[config.mk]
export PLATFORM = sky130hd
export DESIGN_NAME = fpu_ftoi
export DESIGN_NICKNAME = d
export VERILOG_FILES = /design/src/rtl/fpu_pkg.sv /design/src/rtl/fpu_ftoi_classify.sv /design/src/rtl/fpu_ftoi.sv
export SDC_FILE = /design/constraint.sdc
export NUM_CORES = 1
export LEC_CHECK = 0
export ABC_AREA = 1
export CAP_MARGIN = 0
export CORE_MARGIN = 2
export CORE_UTILIZATION = 55
export CTS_CLUSTER_SIZE = 40
export DETAILED_ROUTE_END_ITERATION = 8
export GPL_ROUTABILITY_DRIVEN = 1
export PLACE_DENSITY = 0.78
export SLEW_MARGIN = 20
export SYNTH_ARGS = -nofsm -noshare
export SYNTH_HDL_FRONTEND = slang
export SYNTH_HIERARCHICAL = 1
export SYNTH_SLANG_ARGS = --single-unit
[constraint.sdc]
create_clock -name clk -period 3.5 [get_ports clk]
set_input_delay 0.525 -clock clk [delete_from_list [all_inputs] [get_ports clk]]
set_output_delay 0.525 -clock clk [all_outputs]
set_load 0.1 [all_outputs]
[src/rtl/fpu_pkg.sv]
// fpu_pkg: shared widths, constants, FSM state and classifier result type for the FPU.
// Rev 1.0 -- initial release.
`default_nettype none

package fpu_pkg;

  localparam int EXP_W      = 8;
  localparam int FRAC_W     = 23;
  localparam int BIAS       = 127;
  localparam int MAX_RSHIFT = 25;
  localparam int CNT_W      = 5;

  localparam logic [31:0] INT_MAX = 32'h7FFF_FFFF;
  localparam logic [31:0] INT_MIN = 32'h8000_0000;

  localparam int FLAG_INVALID = 1;
  localparam int FLAG_INEXACT = 0;

  // Biased exponents where the conversion changes behaviour.
  localparam logic [EXP_W-1:0] EXP_INF = '1;
  localparam logic [EXP_W-1:0] EXP_SAT = EXP_W'(BIAS + 31);
  localparam logic [EXP_W-1:0] EXP_LSH = EXP_W'(BIAS + FRAC_W);
  localparam logic [CNT_W-1:0] CNT_MAX = CNT_W'(MAX_RSHIFT);

  typedef enum logic [1:0] {
    IDLE  = 2'd0,
    SHIFT = 2'd1,
    ROUND = 2'd2,
    DONE  = 2'd3
  } state_e;

  typedef struct packed {
    logic             special;
    logic [31:0]      sat_data;
    logic [1:0]       sat_flags;
    logic             left;
    logic [CNT_W-1:0] cnt;
  } cls_t;

endpackage

`default_nettype wire

[src/rtl/fpu_ftoi_classify.sv]
// fpu_ftoi_classify: combinational decode of a packed float into special result or shift plan.
// Rev 1.0 -- initial release.
`default_nettype none

module fpu_ftoi_classify
  import fpu_pkg::*;
(
  input  logic [31:0] data_i,
  output cls_t        cls_o
);

  logic              s;
  logic [EXP_W-1:0]  e;
  logic [FRAC_W-1:0] f;
  logic [EXP_W-1:0]  rdiff;

  assign s     = data_i[31];
  assign e     = data_i[30:23];
  assign f     = data_i[22:0];
  assign rdiff = EXP_LSH - e;

  always_comb begin
    cls_o = '0;
    if (e == EXP_INF) begin
      cls_o.special                 = 1'b1;
      cls_o.sat_data                = (s && f == '0) ? INT_MIN : INT_MAX;
      cls_o.sat_flags[FLAG_INVALID] = 1'b1;
    end else if (e >= EXP_SAT) begin
      cls_o.special = 1'b1;
      // -2^31 is the one exactly representable value at this magnitude.
      if (s && e == EXP_SAT && f == '0) begin
        cls_o.sat_data = INT_MIN;
      end else begin
        cls_o.sat_data                = s ? INT_MIN : INT_MAX;
        cls_o.sat_flags[FLAG_INVALID] = 1'b1;
      end
    end else if (e == '0) begin
      cls_o.special                 = 1'b1;
      cls_o.sat_flags[FLAG_INEXACT] = |f;
    end else if (e >= EXP_LSH) begin
      cls_o.left = 1'b1;
      cls_o.cnt  = CNT_W'(e - EXP_LSH);
    end else begin
      cls_o.cnt = (rdiff > EXP_W'(MAX_RSHIFT)) ? CNT_MAX : rdiff[CNT_W-1:0];
    end
  end

endmodule

`default_nettype wire

[src/rtl/fpu_ftoi.sv]
// fpu_ftoi: multi-cycle float32 -> int32 converter, round-to-nearest-even, valid/ready on both sides.
// Rev 1.0 -- initial release. FPU_FTOI_FLAGS_EN enables the invalid/inexact flag outputs.
`default_nettype none

module fpu_ftoi
  import fpu_pkg::*;
(
  input  logic        clk,
  input  logic        rst,
  input  logic        in_valid,
  output logic        in_ready,
  input  logic [31:0] in_data,
  output logic        out_valid,
  input  logic        out_ready,
  output logic [31:0] out_data,
  output logic [1:0]  out_flags
);

  cls_t             cls;
  state_e           state_q, state_d;
  logic [31:0]      acc_q, acc_d;
  logic             guard_q, guard_d;
  logic             sticky_q, sticky_d;
  logic [CNT_W-1:0] cnt_q, cnt_d;
  logic             left_q, left_d;
  logic             sign_q, sign_d;
  logic [31:0]      data_q, data_d;
  logic             accept;
  logic             inc;
  logic [31:0]      mag;

  fpu_ftoi_classify u_classify (
    .data_i (in_data),
    .cls_o  (cls)
  );

  assign in_ready  = (state_q == IDLE);
  assign out_valid = (state_q == DONE);
  assign out_data  = data_q;
  assign accept    = in_valid && in_ready;

  // Largest left-shifted magnitude is 0x7FFFFF80, so the increment never overflows.
  assign inc = guard_q & (sticky_q | acc_q[0]);
  assign mag = acc_q + {31'b0, inc};

  always_comb begin
    state_d  = state_q;
    acc_d    = acc_q;
    guard_d  = guard_q;
    sticky_d = sticky_q;
    cnt_d    = cnt_q;
    left_d   = left_q;
    sign_d   = sign_q;
    data_d   = data_q;
    case (state_q)
      IDLE: begin
        if (accept) begin
          sign_d = in_data[31];
          if (cls.special) begin
            data_d  = cls.sat_data;
            state_d = DONE;
          end else begin
            acc_d    = {8'b0, 1'b1, in_data[FRAC_W-1:0]};
            guard_d  = 1'b0;
            sticky_d = 1'b0;
            cnt_d    = cls.cnt;
            left_d   = cls.left;
            state_d  = (cls.cnt != '0) ? SHIFT : ROUND;
          end
        end
      end
      SHIFT: begin
        if (left_q) begin
          acc_d = acc_q << 1;
        end else begin
          sticky_d = sticky_q | guard_q;
          guard_d  = acc_q[0];
          acc_d    = acc_q >> 1;
        end
        cnt_d = cnt_q - 1'b1;
        if (cnt_q == CNT_W'(1)) begin
          state_d = ROUND;
        end
      end
      ROUND: begin
        data_d  = sign_q ? -mag : mag;
        state_d = DONE;
      end
      DONE: begin
        if (out_ready) begin
          state_d = IDLE;
        end
      end
      default: state_d = IDLE;
    endcase
  end

  always_ff @(posedge clk) begin
    if (rst) begin
      state_q  <= IDLE;
      acc_q    <= '0;
      guard_q  <= 1'b0;
      sticky_q <= 1'b0;
      cnt_q    <= '0;
      left_q   <= 1'b0;
      sign_q   <= 1'b0;
      data_q   <= '0;
    end else begin
      state_q  <= state_d;
      acc_q    <= acc_d;
      guard_q  <= guard_d;
      sticky_q <= sticky_d;
      cnt_q    <= cnt_d;
      left_q   <= left_d;
      sign_q   <= sign_d;
      data_q   <= data_d;
    end
  end

`ifdef FPU_FTOI_FLAGS_EN
  logic [1:0] flags_q, flags_d;

  always_comb begin
    flags_d = flags_q;
    if (accept && cls.special) begin
      flags_d = cls.sat_flags;
    end else if (state_q == ROUND) begin
      flags_d               = '0;
      flags_d[FLAG_INEXACT] = guard_q | sticky_q;
    end
  end

  always_ff @(posedge clk) begin
    if (rst) begin
      flags_q <= '0;
    end else begin
      flags_q <= flags_d;
    end
  end

  assign out_flags = flags_q;
`else
  logic unused_flags;
  assign unused_flags = ^cls.sat_flags;
  assign out_flags    = 2'b00;
`endif

endmodule

`default_nettype wire

==> results of run 1 <==
-- metal layers --
| metal | vias up | part of all wire [%] | track usage (%) |
|---|---|---|---|
| met1 | 3086 | 49 | 41.7 |
| li1 | 3545 | - | - |
| met2 | 247 | 42 | 42.4 |
| met4 | 0 | 1.8 | 7.89 |
| met5 | - | 0 | 0 |
| met3 | 22 | 6.9 | 5.03 |
-- registers in the layout, summed over array words and instances, names as in the netlist --
name and cells:
state_q 2, cnt_q 5, out_data 32, left_q 1, sign_q 1, acc_q 32
sticky_q 1, guard_q 1
-- through the flow --
| stage | total power [µW] | utilization [%] | cell area (µm²) | hold slack (ps) |
|---|---|---|---|---|
| after floorplan | 4030 | - | 6540 | 464 |
| after global placement | 4760 | 61.6 | 7100 | 451 |
| after detailed placement | 4790 | 61.6 | 7100 | 454 |
| after CTS | 5820 | 64.4 | 7420 | 463 |
| after global routing | 6280 | 64.4 | 7420 | 479 |
| final | 5850 | 64.4 | 7420 | 459 |
-- cell usage in the layout (no fill, tap or decap), types with 3 or more instances in the layout --
cell	instances
a31oi_1	11
a221oi_1	21
nand2_4	5
a211oi_1	7
o211ai_1	6
nand3b_1	4
nor2_2	14
xnor2_1	4
nor4_1	5
a21oi_1	69
dfxtp_1	75
o22ai_1	3
ha_1	15
clkbuf_16	9
nand4_1	11
nand3_1	81
o221ai_1	8
a21oi_2	4
nor3_1	7
nand2_2	22
nor2_1	137
inv_2	11
inv_1	87
buf_4	12
nand3_2	4
xor2_1	8
o21ai_1	9
o21ai_0	52
nor2_4	14
clkdlybuf4s50_1	68
nand2_1	288
-- power groups by stage --
stage	clock network, µW	registers, µW	logic (µW)
after floorplan	0	1880	2150
after global placement	0	1420	3340
after detailed placement	0	1420	3360
after CTS	1030	1410	3380
after global routing	1070	1460	3750
final	1020	1420	3410
-- worst max-delay path: cells and delay by family (launching register included) --
kind	cells	cell delay, ps
flops	1	410
buf+inv	1	130
compound gates	2	210
simple gates	13	1660
fa+ha+maj	2	480
-- layout make-up --
| class | instances | area [µm²] |
|---|---|---|
| well taps | 143 | 179 |
| inverters | 100 | 379 |
| clock inverters | 4 | 73.8 |
| flip-flops and latches | 75 | 1500 |
| clock buffers | 12 | 246 |
| fillers | 1114 | 4100 |
| multi-input cells | 824 | 4230 |
| repair buffers | 82 | 811 |
-- worst min path at each step --
stage	start	endpoint	slack, ps
floorplan	guard_q$_SDFFE_PP0P_	guard_q$_SDFFE_PP0P_	460
global placement	out_data[23]$_SDFFE_PP0P_	out_data[23]$_SDFFE_PP0P_	450
detailed placement	out_data[18]$_SDFFE_PP0P_	out_data[18]$_SDFFE_PP0P_	450
CTS	out_data[18]$_SDFFE_PP0P_	out_data[18]$_SDFFE_PP0P_	460
global route	out_data[13]$_SDFFE_PP0P_	out_data[13]$_SDFFE_PP0P_	480
finish	out_data[18]$_SDFFE_PP0P_	out_data[18]$_SDFFE_PP0P_	460
==> impl_metrics.json, run 1 <==
{
  "reg2reg_slack_ps": 470,
  "rows": 39,
  "cts-resized-gates": 0,
  "slowest_stage": "dfxtp_1",
  "cts_buffer_depth": 2,
  "crit_path_max_incr_delay_ps": 410,
  "first_pass_iters": 8,
  "p_per_area_nw_per_um2": 789,
  "cts.hold.buffers_added": 0,
  "cts_setup_buffers": 0,
  "combPwrFrac_pct": 58.3,
  "syn_inst": 1078,
  "grt_pass1_vias": 6057,
  "start_util_pct": 56.7,
  "grt_max_degree": 63,
  "cp_cell_sequence": "o21a_1 > ha_1 > ha_1 > nand2_1 > nor2_4 > nand2_1 > nor2_2 > nand2_1 > nand2_1 > nand2_1 > inv_1 > nand2_1 > nor2_1 > nand4_1 > nand3_1 > nand3_1 > nand2_1 > a21oi_1",
  "core-area_um2": 11500,
  "fin_ws_ps": 467,
  "cts_tree": "done",
  "critPathCapture": "out_data[23]$_SDFFE_PP0P_",
  "clock-root-buffer": "clkbuf_16",
  "instances_no_fill": 1240,
  "finalCritPeriodShare_pct": 86.7,
  "rr_startpoint": "acc_q[0]$_SDFFE_PP0P_",
  "globalRoute.totalOverflow": 0,
  "drt-wirelength-per-cell_um": 14.1,
  "status": "finished, violations left",
  "diodes": 0,
  "die_w_um": 113,
  "place.gp.congestion": 0.944,
  "rr_worst_depth": 18,
  "critPathKind": "reg -> reg",
  "syn_to_final_growth_pct": 13.5,
  "cts_max_level": 3,
  "die_h_um": 113,
  "cp.required_ps": 3710,
  "slew_headroom_pct": 31.7,
  "portBuffers": 69,
  "critPathCaptureType": "flop",
  "preCtsSetupSlack_ps": 265,
  "dp_cells": 1224,
  "syn_area_per_cell_um2": 6.06,
  "drv_cap": 0,
  "worst_skew_pair.late_latency_ps": 350,
  "setup_viol": 0,
  "ios": 72,
  "r2r_end": "out_data[23]$_SDFFE_PP0P_",
  "grt_setup_unrepaired": "false",
  "power_switching_uw": 3090,
  "track_usage_pct": 28.3,
  "violations": "DRC",
  "power_frac_clock_pct": 17.5,
  "place_hpwl_um": 13200,
  "hold_viol_final": 0,
  "syn_area_um2": 6530,
  "numCtsBuffers": 9,
  "cp_max_fo": 5,
  "finalSetupTns_ps": 0,
  "period_minus_slack_ps": 3030,
  "ant_nets": 0,
  "nets": 1144,
  "ir_worst_vdd_mv": 0.653,
  "crit_start": "acc_q[0]$_SDFFE_PP0P_",
  "hold_class": "reg -> reg",
  "fin_worst_skew_ps": 9.20,
  "crit_top_cell": "nand2_1",
  "drt-total-wl_um": 17400,
  "clkTransAtPathRegs_ps": 60,
  "worstHoldPathCells": 2,
  "antenna_found_initial": 0,
  "dieArea_um2": 12800,
  "slew_viol_final": 0,
  "drive_above_1_share_pct": 10.2,
  "grt_pass1_wl_um": 29400,
  "seq_power_share_pct": 24.2,
  "cell_internal_pwr_uw": 2770,
  "drc": 2,
  "yosysWarnings": 6,
  "viasPerCell": 5.56,
  "worstPathArrival_ps": 3240,
  "cp-start-kind": "flop",
  "drt_iter0_markers": 755,
  "p_leak_uw": 0.00299,
  "clkSinkCount": 75,
  "fmax_ghz": 0.330,
  "via_count": 6900,
  "tightest_slew_ps": 1020,
  "swShare_pct": 52.7
}
Note: power is estimated with default switching activity, not from simulation.
==> run 2, diff against run 1 <==
--- a/config.mk
+++ b/config.mk
@@ -12,7 +12,7 @@
 export CTS_CLUSTER_SIZE = 40
 export DETAILED_ROUTE_END_ITERATION = 8
 export GPL_ROUTABILITY_DRIVEN = 1
-export PLACE_DENSITY = 0.78
+export PLACE_DENSITY_LB_ADDON = 0.08
 export SLEW_MARGIN = 20
 export SYNTH_ARGS = -nofsm -noshare
 export SYNTH_HDL_FRONTEND = slang
==> run 2 against run 1 <==
Effect of this change:
- the flow still finishes with violations (DRC)
- global-route usage barely moved
- die area did not move
- worst setup slack improved by 94 ps
- largest power group unchanged
==> impl_metrics.json, run 2 (synthesis results as in run 1) <==
{
  "drt-wirelength-per-cell_um": 14.2,
  "swShare_pct": 53.2,
  "antenna_found_initial": 0,
  "rr_startpoint": "acc_q[0]$_SDFFE_PP0P_",
  "mostFrequentLayoutCells": "nand2_1, nor2_1, inv_1",
  "rows": 39,
  "crit_start": "acc_q[0]$_SDFFE_PP0P_",
  "seq_power_share_pct": 24.5,
  "drive_above_1_share_pct": 10.2,
  "numCtsBuffers": 9,
  "p_per_area_nw_per_um2": 787,
  "die_w_um": 113,
  "core-area_um2": 11500,
  "hold_viol_final": 0,
  "cts_max_level": 3,
  "power_switching_uw": 3090,
  "critPathKind": "reg -> reg",
  "cts_tree": "done",
  "via_count": 6937,
  "die_h_um": 113,
  "fmax_ghz": 0.340,
  "ant_nets": 0,
  "grt_max_degree": 63,
  "cts.hold.buffers_added": 0,
  "register_area_um2": 1500,
  "drt_iter0_markers": 663,
  "dieArea_um2": 12800,
  "rr_worst_depth": 20,
  "cts-resized-gates": 0,
  "fillers": 1152,
  "drc": 8,
  "violations": "DRC",
  "clkTransAtPathRegs_ps": 60,
  "cell_internal_pwr_uw": 2720,
  "drt-total-wl_um": 17600,
  "clock-root-buffer": "clkbuf_16",
  "first_pass_iters": 7,
  "drv_cap": 0,
  "p_total_uw": 5810,
  "viasPerCell": 5.60,
  "ir_worst_vdd_mv": 0.447,
  "finalCritPeriodShare_pct": 84.0,
  "reg2reg_slack_ps": 560,
  "track_usage_pct": 28.3,
  "nets": 1142,
  "globalRoute.totalOverflow": 0,
  "place.gp.congestion": 0.964,
  "cp.required_ps": 3710,
  "start_util_pct": 56.7,
  "portBuffers": 69,
  "r2r_end": "out_data[31]$_SDFFE_PP0P_",
  "clkSinkCount": 75,
  "final_common_cell": "nand2_1",
  "fin_worst_skew_ps": 7.10,
  "diodes": 0,
  "slew_headroom_pct": 34.9,
  "worstPathArrival_ps": 3150,
  "cp-start-kind": "flop",
  "cp_max_fo": 5,
  "p_leak_uw": 0.00297,
  "combPwrFrac_pct": 58.3,
  "power_frac_clock_pct": 17.1,
  "grt_pass1_wl_um": 29600,
  "cts_setup_buffers": 0,
  "setup_viol": 0,
  "cts_buffer_depth": 2,
  "grt_setup_unrepaired": "false",
  "status": "finished, violations left",
  "grt_pass1_vias": 6047,
  "worst_skew_pair.late_latency_ps": 340,
  "critPathCapture": "out_data[31]$_SDFFE_PP0P_",
  "slew_viol_final": 0,
  "syn_to_final_growth_pct": 13.1,
  "place_hpwl_um": 13400,
  "tightest_slew_ps": 974,
  "finalSetupTns_ps": 0,
  "critPathCaptureType": "flop",
  "ios": 72,
  "period_minus_slack_ps": 2940,
  "multi_input_area_um2": 4230,
  "hold_class": "reg -> reg"
}
## run 2: stage by stage
step	setup WS [ps]	hold slack [ps]	util, %	std cells	instance area, µm²
after floorplan	739	464	-	1079	6540
after global placement	316	454	61.4	1222	7070
after detailed placement	245	454	61.4	1222	7070
after CTS	564	464	64.2	1238	7390
after global routing	274	477	64.2	1238	7390
final	561	462	64.2	1238	7390
## run 2: cell type report
type | count | share of cell area, %
clock buffers | 10 | 3.10
clock inverters | 6 | 1.22
well taps | 143 | 2.42
repair buffers | 80 | 10.6
multi-input cells | 824 | 57.2
flip-flops and latches | 75 | 20.3
inverters | 100 | 5.13
## run 2: power by group through the flow
stage | logic [µW] | clock network (µW) | registers (µW)
CTS | 3370 | 1010 | 1420
global placement | 3320 | 0 | 1430
detailed placement | 3340 | 0 | 1430
global route | 3740 | 1040 | 1470
finish | 3390 | 997 | 1430
floorplan | 2150 | 0 | 1880
## run 2: worst max-delay path: stages (launching register included)
cell and delay, ps:
dfxtp_1 400, o21a_1 130, ha_1 200, ha_1 240, nand2_1 110, nor2_4 170
nand2_1 120, nor2_2 200, nand2_1 70, nand2_1 60, nand2_1 150, inv_1 140
nand2_1 60, nor2_1 200, nand3_1 110, nand2_1 80, nand2_1 50, nand2_1 60
nand3_1 60, nand2_1 130, a21oi_2 60
## run 2: worst min-delay path by stage
stage,from,end,cells after the start
4_1_cts,out_data[15]$_SDFFE_PP0P_,out_data[15]$_SDFFE_PP0P_,2
3_5_place_dp,out_data[15]$_SDFFE_PP0P_,out_data[15]$_SDFFE_PP0P_,2
3_3_place_gp,out_data[29]$_SDFFE_PP0P_,out_data[29]$_SDFFE_PP0P_,2
6_report,out_data[15]$_SDFFE_PP0P_,out_data[15]$_SDFFE_PP0P_,2
2_1_floorplan,guard_q$_SDFFE_PP0P_,guard_q$_SDFFE_PP0P_,2
5_1_grt,out_data[17]$_SDFFE_PP0P_,out_data[17]$_SDFFE_PP0P_,2
## run 2: per-layer routing
metal | GRT usage [%] | wire length (µm) | vias up
met5 | 0 | 0 | -
met4 | 7.48 | 250 | 0
met3 | 6.27 | 1370 | 17
met2 | 42.7 | 7610 | 257
met1 | 40.9 | 8350 | 3123
li1 | - | - | 3540
==> run 3, diff against run 2 <==
--- a/config.mk
+++ b/config.mk
@@ -8,7 +8,7 @@
 export ABC_AREA = 1
 export CAP_MARGIN = 0
 export CORE_MARGIN = 2
-export CORE_UTILIZATION = 55
+export CORE_UTILIZATION = 53
 export CTS_CLUSTER_SIZE = 40
 export DETAILED_ROUTE_END_ITERATION = 8
 export GPL_ROUTABILITY_DRIVEN = 1
==> constraint.sdc (replaced) <==
create_clock -name clk -period 2.7 [get_ports clk]
set_input_delay 0.405 -clock clk [delete_from_list [all_inputs] [get_ports clk]]
set_output_delay 0.405 -clock clk [all_outputs]
set_load 0.1 [all_outputs]
==> run 3 against run 2 <==
Effect of this change:
- the run now ends clean
- via count increased by 2.2%
- die area increased by 3.6%
- count of clock-buffer cells in the layout increased by 5
- core utilization increased by 2.7 points
- highest routed layer unchanged
- largest power group unchanged
- clock skew decreased by 2.6 ps
- hold slack about the same
==> impl_metrics.json, run 3 (synthesis results as in run 1) <==
{
  "clkTransAtPathRegs_ps": 60,
  "met1_usage_pct": 42.0,
  "crit_path_max_incr_delay_ps": 320,
  "globalRouteMet2Util_pct": 42.7,
  "clkSinkCount": 75,
  "worst_skew_pair.late_latency_ps": 340,
  "use_met3_pct": 3.27,
  "drt-wirelength-per-cell_um": 14.3,
  "hold_viol_final": 0,
  "grt_max_degree": 63,
  "critPathCaptureType": "flop",
  "hold_class": "reg -> reg",
  "worst-path-buf-inv": 1,
  "drc": 0,
  "worstPathArrival_ps": 2830,
  "cts.hold.buffers_added": 0,
  "clock-root-buffer": "clkbuf_16",
  "first_pass_iters": 5,
  "cp_cell_sequence": "o21a_1 > ha_4 > ha_4 > nand3_4 > nor2_4 > buf_4 > nand3_1 > nand2_1 > nand2_2 > nor2_2 > nand2_1 > nor2_4 > nand2_1 > nand2_2 > nand2_1 > nand2_1 > nand3_1 > nand2_1 > a21oi_1",
  "track_usage_pct": 28.1,
  "fin_worst_skew_ps": 4.48,
  "die_w_um": 115,
  "drt-total-wl_um": 18600,
  "place_hpwl_um": 13700,
  "slew_viol_final": 0,
  "slowest_stage": "dfxtp_2",
  "place.gp.congestion": 0.932,
  "die_h_um": 115,
  "syn_to_final_growth_pct": 23.0,
  "start_util_pct": 54.4,
  "dpl_cell_area_um2": 7380,
  "core-area_um2": 12000,
  "slew_headroom_pct": 52.9,
  "crit_family": "simple AND/OR/NAND/NOR gates",
  "cts_buffer_depth": 2,
  "ios": 72,
  "antenna_found_initial": 0,
  "nets": 1203,
  "cts_tree": "done",
  "drv_cap": 0,
  "crit_top_cell": "nand2_1",
  "rows": 40,
  "p_per_area_nw_per_um2": 982,
  "drive_above_1_share_pct": 23.2,
  "cts_max_level": 3,
  "globalRoute.totalOverflow": 0,
  "via_count": 7091,
  "cp-start-kind": "flop",
  "cp.required_ps": 2910,
  "portBuffers": 69,
  "critPathKind": "reg -> reg",
  "grt_pass1_vias": 5932,
  "cp_max_fo": 4,
  "period_minus_slack_ps": 2620,
  "setup_viol": 0,
  "fmax_ghz": 0.382,
  "ant_nets": 0,
  "drt_iter0_markers": 745,
  "grt.busiest_layer": "met2",
  "p_leak_uw": 0.00340,
  "grt_pass1_wl_um": 29600,
  "final_common_cell": "nand2_1",
  "register_area_um2": 1510,
  "grt_setup_unrepaired": "true",
  "finalCritPeriodShare_pct": 96.9,
  "status": "complete, no violations",
  "numCtsBuffers": 9,
  "fillers": 1122,
  "p_total_uw": 7900,
  "ir_worst_vdd_mv": 0.678,
  "viasPerCell": 5.44,
  "diodes": 0,
  "dieArea_um2": 13200,
  "multi_input_area_um2": 4500,
  "mostFrequentLayoutCells": "nand2_1, nor2_1, buf_4",
  "tightest_slew_ps": 706,
  "fin_area_um2": 8040
}
-- run 3: through the flow --
step | std cells | hold WS (ps) | utilization, % | TNS, ps | setup WS [ps]
after floorplan | 1079 | 464 | - | 0 | 242
after global placement | 1274 | 453 | 61.4 | -387 | -216
after detailed placement | 1274 | 456 | 61.4 | -720 | -262
after CTS | 1290 | 465 | 63.7 | 0 | 2.21
after global routing | 1303 | 479 | 66.9 | -627 | -106
final | 1303 | 462 | 66.9 | 0 | 82.7
-- run 3: where the power goes --
| group | leakage (µW) | switching (µW) | total (µW) | internal, µW |
|---|---|---|---|---|
| clock network | 0.000128 | 466 | 1120 | 651 |
| logic | 0.00265 | 3280 | 4910 | 1640 |
| registers | 0.000614 | 432 | 1860 | 1430 |
-- run 3: path summary, 6_finish.rpt --
| path | cells after the start | end | from | slack [ps] |
|---|---|---|---|---|
| max | 19 | out_data[26]$_SDFFE_PP0P_ | acc_q[0]$_SDFFE_PP0P_ | 80 |
| min | 2 | out_data[25]$_SDFFE_PP0P_ | out_data[25]$_SDFFE_PP0P_ | 460 |
| max reg2reg | 19 | out_data[26]$_SDFFE_PP0P_ | acc_q[0]$_SDFFE_PP0P_ | 80 |
| min reg2reg | 2 | out_data[25]$_SDFFE_PP0P_ | out_data[25]$_SDFFE_PP0P_ | 460 |
-- run 3: layout make-up --
| cell class | instances | share of cell area, % |
|---|---|---|
| multi-input combinational | 824 | 56.0 |
| sequential | 75 | 18.7 |
| timing repair buffer | 141 | 14.9 |
| inverter | 100 | 4.72 |
| clock buffer | 15 | 3.21 |
| tap | 147 | 2.29 |
| clock inverter | 1 | 0.109 |
-- run 3: worst reg2reg max path, cell delays in order, from the launching register on --
cell and delay [ps]:
dfxtp_2 320, o21a_1 180, ha_4 170, ha_4 170, nand3_4 110, nor2_4 200
buf_4 140, nand3_1 60, nand2_1 80, nand2_2 90, nor2_2 150, nand2_1 120
nor2_4 150, nand2_1 90, nand2_2 80, nand2_1 50, nand2_1 60, nand3_1 90
nand2_1 110, a21oi_1 60
-- run 3: per-layer routing --
| layer | share of wire (%) | vias up |
|---|---|---|
| met5 | 0 | - |
| met2 | 44 | 261 |
| met3 | 6.7 | 23 |
| met1 | 48 | 3140 |
| li1 | - | 3667 |
| met4 | 1.3 | 0 |
-- run 3: what timing repair did --
item | CTS | global route
pin swaps | 0 | 50
buffers inserted | 0 | 13
gates resized for setup | 1 | 83
setup endpoints to repair | 1 | 23
